$ cat config.mk
export PLATFORM = sky130hd
export DESIGN_NAME = cmd_dispatch
export DESIGN_NICKNAME = d
export VERILOG_FILES = /design/src/rtl/cmd_dispatch.sv
export SDC_FILE = /design/constraint.sdc
export NUM_CORES = 1
export LEC_CHECK = 0
export ABC_CLOCK_PERIOD_IN_PS = 7400
export BUFFER_PORTS_ARGS = -buffer_cell sky130_fd_sc_hd__buf_2
export CORE_UTILIZATION = 55
export DETAILED_ROUTE_END_ITERATION = 8
export GPL_ROUTABILITY_DRIVEN = 0
export PLACE_DENSITY = 0.84
export SETUP_SLACK_MARGIN = 0.15
export SYNTH_ARGS = -nofsm -noshare
export SYNTH_HDL_FRONTEND = slang
export SYNTH_SLANG_ARGS = --single-unit
$ cat constraint.sdc
create_clock -name clk -period 7.4 [get_ports clk]
set_input_delay 1.85 -clock clk [delete_from_list [all_inputs] [get_ports clk]]
set_output_delay 1.85 -clock clk [all_outputs]
set_load 0.03 [all_outputs]
$ cat src/rtl/cmd_dispatch.sv
// rtl/cmd_dispatch.sv - command decoder/dispatcher; optional SPI wait timeout via CMD_TIMEOUT_EN
module cmd_dispatch #(
    parameter int NUM_CH     = 3,
    parameter int TRIG_POS_W = 9,
    parameter int DEC_W      = 4,
    parameter int TIMEOUT    = 1023
) (
    input  logic                  clk,
    input  logic                  rst,
    input  logic [23:0]           cmd,
    input  logic                  cmd_rdy,
    output logic                  clr_cmd_rdy,
    output logic                  wrt_SPI,
    output logic [15:0]           SPI_data,
    output logic [NUM_CH:0]       ss,
    input  logic                  SPI_done,
    input  logic [7:0]            EEP_data,
    output logic [7:0]            resp_data,
    output logic                  send_resp,
    input  logic                  resp_sent,
    output logic                  dump_en,
    output logic [1:0]            dump_chan,
    output logic [7:0]            trig_cfg,
    output logic [TRIG_POS_W-1:0] trig_pos,
    output logic [DEC_W-1:0]      decimator,
    output logic [3*NUM_CH-1:0]   gain
);
    typedef enum logic [2:0] {IDLE, DECODE, SPI_WAIT, RESP, WAIT_SENT} state_t;

    localparam logic [2:0] NUM_CH_L = 3'(NUM_CH);

    state_t                state_q, state_d;
    logic [23:0]           cmd_q, cmd_d;
    logic [7:0]            resp_q, resp_d;
    logic                  clr_q, clr_d;
    logic [1:0]            dump_chan_q, dump_chan_d;
    logic [5:0]            trig_cfg_q, trig_cfg_d;
    logic [TRIG_POS_W-1:0] trig_pos_q, trig_pos_d;
    logic [DEC_W-1:0]      dec_q, dec_d;
    logic [3*NUM_CH-1:0]   gain_q, gain_d;

    logic [7:0]      opc, arg1, arg2, lvl;
    logic [1:0]      cc;
    logic [2:0]      ggg, gain_sel;
    logic            cc_ok, spi_op, spi_active;
    logic [15:0]     spi_word, pos_word;
    logic [NUM_CH:0] ss_sel;

`ifdef CMD_TIMEOUT_EN
    localparam int CNT_W = $clog2(TIMEOUT + 1);
    logic [CNT_W-1:0] cnt_q, cnt_d;
`endif

    assign opc      = cmd_q[23:16];
    assign arg1     = cmd_q[15:8];
    assign arg2     = cmd_q[7:0];
    assign cc       = arg1[1:0];
    assign ggg      = arg1[4:2];
    assign cc_ok    = {1'b0, cc} < NUM_CH_L;
    assign pos_word = cmd_q[15:0];

    function automatic logic [7:0] gain_code(input logic [2:0] g);
        case (g)
            3'd0:    return 8'h02;
            3'd1:    return 8'h05;
            3'd2:    return 8'h09;
            3'd3:    return 8'h14;
            3'd4:    return 8'h28;
            3'd5:    return 8'h46;
            3'd6:    return 8'h6B;
            default: return 8'hDD;
        endcase
    endfunction

    // SPI word and slave select derive purely from the latched command, so they stay stable through SPI_WAIT
    always_comb begin
        gain_sel = 3'd0;
        ss_sel   = '0;
        spi_op   = 1'b0;
        spi_word = '0;
        for (int n = 0; n < NUM_CH; n++) begin
            if (cc == 2'(n)) begin
                gain_sel = gain_q[3*n +: 3];
            end
        end
        lvl = (arg2 < 8'd46) ? 8'd46 : ((arg2 > 8'd201) ? 8'd201 : arg2);
        case (opc)
            8'h02: begin
                spi_op   = cc_ok;
                spi_word = {8'h13, gain_code(ggg)};
                for (int n = 0; n < NUM_CH; n++) begin
                    if (cc == 2'(n)) begin
                        ss_sel[n] = 1'b1;
                    end
                end
            end
            8'h03: begin
                spi_op    = 1'b1;
                spi_word  = {8'h13, lvl};
                ss_sel[0] = 1'b1;
            end
            8'h08: begin
                spi_op         = 1'b1;
                spi_word       = {2'b01, arg1[5:0], arg2};
                ss_sel[NUM_CH] = 1'b1;
            end
            8'h09: begin
                spi_op         = 1'b1;
                spi_word       = {2'b00, arg1[5:0], 8'h00};
                ss_sel[NUM_CH] = 1'b1;
            end
            default: ;
        endcase
    end

    assign spi_active  = ((state_q == DECODE) || (state_q == SPI_WAIT)) && spi_op;
    assign SPI_data    = spi_active ? spi_word : '0;
    assign ss          = spi_active ? ss_sel : '0;
    assign wrt_SPI     = (state_q == DECODE) && spi_op;
    assign dump_en     = (state_q == DECODE) && (opc == 8'h01) && cc_ok;
    assign send_resp   = (state_q == RESP);
    assign clr_cmd_rdy = clr_q;
    assign resp_data   = resp_q;
    assign dump_chan   = dump_chan_q;
    assign trig_cfg    = {2'b00, trig_cfg_q};
    assign trig_pos    = trig_pos_q;
    assign decimator   = dec_q;
    assign gain        = gain_q;

    always_comb begin
        state_d     = state_q;
        cmd_d       = cmd_q;
        resp_d      = resp_q;
        clr_d       = 1'b0;
        dump_chan_d = dump_chan_q;
        trig_cfg_d  = trig_cfg_q;
        trig_pos_d  = trig_pos_q;
        dec_d       = dec_q;
        gain_d      = gain_q;
`ifdef CMD_TIMEOUT_EN
        cnt_d       = cnt_q;
`endif
        unique case (state_q)
            IDLE: begin
                if (cmd_rdy) begin
                    cmd_d   = cmd;
                    clr_d   = 1'b1;
                    state_d = DECODE;
                end
            end
            DECODE: begin
                state_d = RESP;
                resp_d  = 8'hA5;
`ifdef CMD_TIMEOUT_EN
                cnt_d   = '0;
`endif
                case (opc)
                    8'h01: if (cc_ok) dump_chan_d = cc; else resp_d = 8'hEE;
                    8'h02: begin
                        if (cc_ok) begin
                            state_d = SPI_WAIT;
                            for (int n = 0; n < NUM_CH; n++) begin
                                if (cc == 2'(n)) begin
                                    gain_d[3*n +: 3] = ggg;
                                end
                            end
                        end else begin
                            resp_d = 8'hEE;
                        end
                    end
                    8'h03, 8'h08, 8'h09: state_d = SPI_WAIT;
                    8'h04: trig_pos_d = pos_word[TRIG_POS_W-1:0];
                    8'h05: dec_d = arg2[DEC_W-1:0];
                    8'h06: trig_cfg_d = arg1[5:0];
                    8'h07: resp_d = {2'b00, trig_cfg_q};
                    8'h0A: resp_d = cc_ok ? {5'b0, gain_sel} : 8'hEE;
                    default: resp_d = 8'hEE;
                endcase
            end
            SPI_WAIT: begin
                if (SPI_done) begin
                    resp_d  = (opc == 8'h09) ? EEP_data : 8'hA5;
                    state_d = RESP;
                end
`ifdef CMD_TIMEOUT_EN
                else if (cnt_q == CNT_W'(TIMEOUT)) begin
                    resp_d  = 8'hEF;
                    state_d = RESP;
                end else begin
                    cnt_d = cnt_q + 1'b1;
                end
`endif
            end
            RESP: state_d = WAIT_SENT;
            WAIT_SENT: if (resp_sent) state_d = IDLE;
            default: state_d = IDLE;
        endcase
    end

    always_ff @(posedge clk) begin
        if (rst) begin
            state_q     <= IDLE;
            cmd_q       <= '0;
            resp_q      <= '0;
            clr_q       <= 1'b0;
            dump_chan_q <= '0;
            trig_cfg_q  <= '0;
            trig_pos_q  <= '0;
            dec_q       <= '0;
            gain_q      <= '0;
        end else begin
            state_q     <= state_d;
            cmd_q       <= cmd_d;
            resp_q      <= resp_d;
            clr_q       <= clr_d;
            dump_chan_q <= dump_chan_d;
            trig_cfg_q  <= trig_cfg_d;
            trig_pos_q  <= trig_pos_d;
            dec_q       <= dec_d;
            gain_q      <= gain_d;
        end
    end

`ifdef CMD_TIMEOUT_EN
    always_ff @(posedge clk) begin
        if (rst) begin
            cnt_q <= '0;
        end else begin
            cnt_q <= cnt_d;
        end
    end
`endif
endmodule

Word-level counts from Yosys, hierarchy flattened --
Index checks and enable logic that the tools add are counted.
Operators by class: eq/ne operators 25, reductions and logical operators 24, order comparisons 3, bitwise operators 1, multiplexer cells 29
Operators by type and width (count):
- one-hot mux 15 bit (4 select lines) | 1
- one-hot mux 8 bit (7 select lines) | 1
- two-way mux 8 bit | 5
- == test 8 x 3 -> 1 bit (second input constant) | 4
- one-hot mux 8 bit (4 select lines) | 1
- == test 8 x 4 -> 1 bit (second input constant) | 3
- two-way mux 3 bit | 6
- == test 8 x 2 -> 1 bit (second input constant) | 2
- two-way mux 16 bit | 1
- one-hot mux 8 bit (2 select lines) | 1
- one-hot mux 3 bit (5 select lines) | 1
- == test 3 x 2 -> 1 bit (second input constant) | 4
- == test 3 bit (second input constant) | 4
- AND reduction 4 bit | 3
- AND reduction 2 bit | 5
- == test 8 x 1 -> 1 bit (second input constant) | 1
- > comparator 8 bit (second input constant) | 1
- less-than comparator 8 x 6 -> 1 bit (second input constant) | 1
- two-way mux 7 bit | 1
- == test 3 x 1 -> 1 bit (second input constant) | 2
- logical NOT 3 bit | 2
- two-way mux 1 bit | 6
- inequality test 2 bit (second input constant) | 3
- one-hot mux 1 bit (2 select lines) | 3
- 14 further kinds | 20
Word-level totals: output and inout bits 64, word-level logic and storage cells 93, bits of input ports 37, register bits 66

Longest topological paths before layout --
depth after elaboration 7, depth in mapped cells 8

Worst setup path before layout --
Ideal clock, no wire load.
path type register to output, start register cmd_q[23], end output port SPI_data[10], setup slack 2.872 ns, cell stages (with the launch flop) 6, data arrival time 2.678 ns, cell sequence dfxtp_1 or4_1 buf_4 buf_6 nor4_1 and2_1
Between the ends: longest elaborated chain between the ends 5
RTL lines:
- from (decl) | line 33 | logic [23:0] cmd_q, cmd_d;
- from (signal assigned) | line 213 | cmd_q <= cmd_d;
- == test 8 x 4 -> 1 bit or == test 8 x 2 -> 1 bit (tied branches) | line 87 | case (opc)
- OR reduction 3 bit (no source line)
- one-hot mux 1 bit (2 select lines) | line 87
- logical AND 1 bit | line 116 | assign spi_active = ((state_q == DECODE) || (state_q == SPI_WAIT)) && spi_op;
- two-way mux 16 bit * | line 117 | assign SPI_data = spi_active ? spi_word : '0;
- to (decl) | line 14 | output logic [15:0] SPI_data,
Every way passes the cells marked *; elsewhere a longest branch is shown, timed or not.

Worst setup path after layout --
start register cmd_q[23], end output port ss[1]
Between the ends: longest elaborated chain between the ends 5
RTL lines:
- == test 8 x 4 -> 1 bit or == test 8 x 2 -> 1 bit (tied branches) | line 87
- OR reduction 3 bit (no source line)
- one-hot mux 1 bit (2 select lines) | line 87
- logical AND 1 bit | line 116
- two-way mux 4 bit * | line 118 | assign ss = spi_active ? ss_sel : '0;
- to (decl) | line 15 | output logic [NUM_CH:0] ss,
Marks and branches as above.

==> run summary <==
Critical path arrival: 3.19 ns
Syn Inst Count: 439
Nets: 546
Cell area after layout: 0.004074 mm2
Worst EP required: 5.55 ns
Clk root buf: clkbuf_8
Gr ovfl total: 0
Final worst setup slack: 2.364 ns
Clock Latency Late Sink: 0.35 ns
Clock skew: 0.007470 ns
FILL cells: 497
Rel. slew slack: 25.55%
Total CTS buffers: 9
Overall die height: 80.88 um
Routed WL per cell: 15.62 um
Yosys warns: 0
Resize count post-CTS: 0
# IOs: 101
Starting Density: 57.46%
Fin crit share: 68.05%
DP Worst Slack: 2.757 ns
Routed WL: 9202 um
Max-capacitance violation count: 0
FF-to-FF Start: cmd_q[23]
Status: finished, final reports clean
CTS Sinks: 64
H-tree levels: 3
Max-slew violations: 0
Hold Violations, Final: 0
CORE AREA: 0.005956 mm2
Mapped Area: 0.003422 mm2
Commonest non-fill, non-tap cell in the layout: buf_2
Number of core rows: 28
Ratio of cells with drive above 1 in the final layout: 26.85%
GRT Util Overall: 29.60%
First-pass GRT wire length: 14700 um
CP max FO: 15
# hold bufs at CTS: 0
Maximum clock insertion buffer count: 2
Avg Cell Area, Syn: 7.795 um2
Initial antenna violation count: 0
Drt first pass iters: 6
Vias: 3422
CP startpoint: cmd_q[23]
Hold Crit Start: resp_data[3]
DRT iter0 DRCs: 334
Count of cell types in the netlist: 65
Ant diodes: 0
Clk slew on worst S/H paths: 0.08 ns
Synthesis-stage register bit count: 64
DRT antenna net count: 0
WS Path Type: reg -> out
Most frequent cells in the layout: buf_2 (95), nand2_1 (75), dfxtp_1 (64)
Die W: 80.88 um
Area Growth Syn to Fin: 19.05%
Via/cell ratio: 5.810
HPWL Detailed: 6332 um
Setup repair bufs after CTS: 0
Pin count of the biggest net entering global routing: 63
IO buf count: 95
Reg area: 0.001281 mm2
RSZ-0062 raised after global routing: false
Setup TNS: 0 ns
Drt drc: 0
CP endpoint kind: primary output
Die ar.: 0.006542 mm2
CTS tree: built
Max Clock Freq: 0.1986 GHz
Power density cells: 248.5 mW/mm2
# setup viols final: 0
Peak VDD IR: 0.1475 mV
Slew @ Worst Pin: 1.117 ns
Power, Total: 0.001012 W
Number of global-route vias before repair: 3041
Fin crit period: 5.036 ns
Worst min-delay path class: reg -> reg
Critical path launch point type: register
Sequential share of the synthesized area: 37.44%
Ys flop type: dfxtp_1
Area of the multi-input gates: 0.001948 mm2
Placed cell areas: 0.003821 mm2
Lkg Pwr: 1.720 nW
Asr flop ratio synth: 0%
Number of flops mapped to enable cells by yosys: 0
[layer usage]
metal / vias up / global-route usage [%] / wire length [um]
met2: 177 / 46.47 / 4238
met4: 0 / 14.82 / 236
met5: - / 0 / 0
li1: 1662 / - / -
met3: 26 / 5.955 / 747
met1: 1557 / 38.50 / 3979
[through the flow]
stage,utilization [%],cells,hold WS (ns)
floorplan,-,441,0.4450
global placement,64.16,573,0.4282
detailed placement,64.16,573,0.4400
CTS,68.40,589,0.4556
global route,68.40,589,0.4801
finish,68.40,589,0.4510
[registers in the layout, indices dropped and copies added (netlist names)]
| name | flops |
|---|---|
| trig_cfg_q | 6 |
| decimator | 4 |
| resp_data | 8 |
| dump_chan | 2 |
| trig_pos | 9 |
| cmd_q | 22 |
| gain | 9 |
| state_q | 3 |
| clr_cmd_rdy | 1 |
[logic make-up (layout without fill, tap and decap cells)]
group	count (synthesis)	after routing	share of synthesized area, %
compound gates	103	103	19.45
xor+xnor	2	2	0.5120
fa+ha+maj	1	1	0.2925
buf+inv	43	116	5.996
flops	64	64	37.44
mux	15	15	4.461
other cells	1	3	0.1096
simple gates	210	210	31.74
[where the power goes]
| group | internal [W] | switching (W) | total, W |
|---|---|---|---|
| clock | 0.000235 | 0.000144 | 0.000378 |
| combinational | 0.0000731 | 0.000147 | 0.000220 |
| sequential | 0.000370 | 0.0000435 | 0.000414 |
[final timing paths]
| path | to | slack (ns) | cells after the start |
|---|---|---|---|
| setup / recovery | ss[1] | 2.36 | 5 |
| hold reg to reg | resp_data[3] | 0.45 | 2 |
| setup reg to reg | trig_pos[7] | 4.70 | 5 |
| hold / removal | resp_data[3] | 0.45 | 2 |
[cell usage after synthesis, types with 2 or more instances]
| library cell | instances | area share, % |
|---|---|---|
| nand2b_1 | 16 | 2.9 |
| nor2_1 | 40 | 4.4 |
| or3b_1 | 2 | 0.51 |
| inv_1 | 4 | 0.44 |
| nand4_1 | 2 | 0.37 |
| nor2b_1 | 3 | 0.55 |
| or4_1 | 2 | 0.44 |
| nand3b_1 | 2 | 0.44 |
| nor3b_1 | 4 | 0.88 |
| a31oi_1 | 3 | 0.55 |
| nor2_2 | 5 | 0.91 |
| nor2_4 | 3 | 0.99 |
| or3_1 | 3 | 0.55 |
| o211ai_1 | 2 | 0.44 |
| a21o_1 | 3 | 0.66 |
| clkbuf_1 | 29 | 3.2 |
| buf_6 | 2 | 0.66 |
| nor4_1 | 4 | 0.73 |
| o21ai_0 | 9 | 1.3 |
| buf_4 | 4 | 0.88 |
| nor3_1 | 10 | 1.5 |
| nand2_1 | 75 | 8.2 |
| a21oi_1 | 50 | 7.3 |
| o31ai_1 | 5 | 1.1 |
| and2_1 | 4 | 0.73 |
| and3_1 | 2 | 0.37 |
| nor3_4 | 3 | 1.4 |
| nand3_1 | 22 | 3.2 |
| a22oi_1 | 2 | 0.44 |
| nor4_2 | 2 | 0.73 |
| a211oi_2 | 2 | 0.73 |
| a2bb2oi_1 | 2 | 0.51 |
| a21oi_2 | 2 | 0.51 |
| mux2i_1 | 13 | 3.8 |
| or4_4 | 2 | 0.66 |
| a211oi_1 | 5 | 1.1 |
| dfxtp_1 | 64 | 37 |
| o22ai_1 | 3 | 0.55 |
| mux2_2 | 2 | 0.66 |
| a21boi_0 | 2 | 0.44 |
[critical path, stage by stage, from the launching register on]
cell	delay, ns
dfxtp_1	0.34
or4_1	0.90
a211o_1	0.41
or2_1	0.57
nor4_2	0.37
buf_2	0.24
[layout make-up]
type	instances	area share, %
clock buffers	10	3.378
clock inverters	6	2.826
inverters	4	0.3686
multi-input cells	334	47.82
flip-flops and latches	64	31.45
well taps	75	2.303
repair buffers	96	11.86
Power figures use the tool's default switching activity.
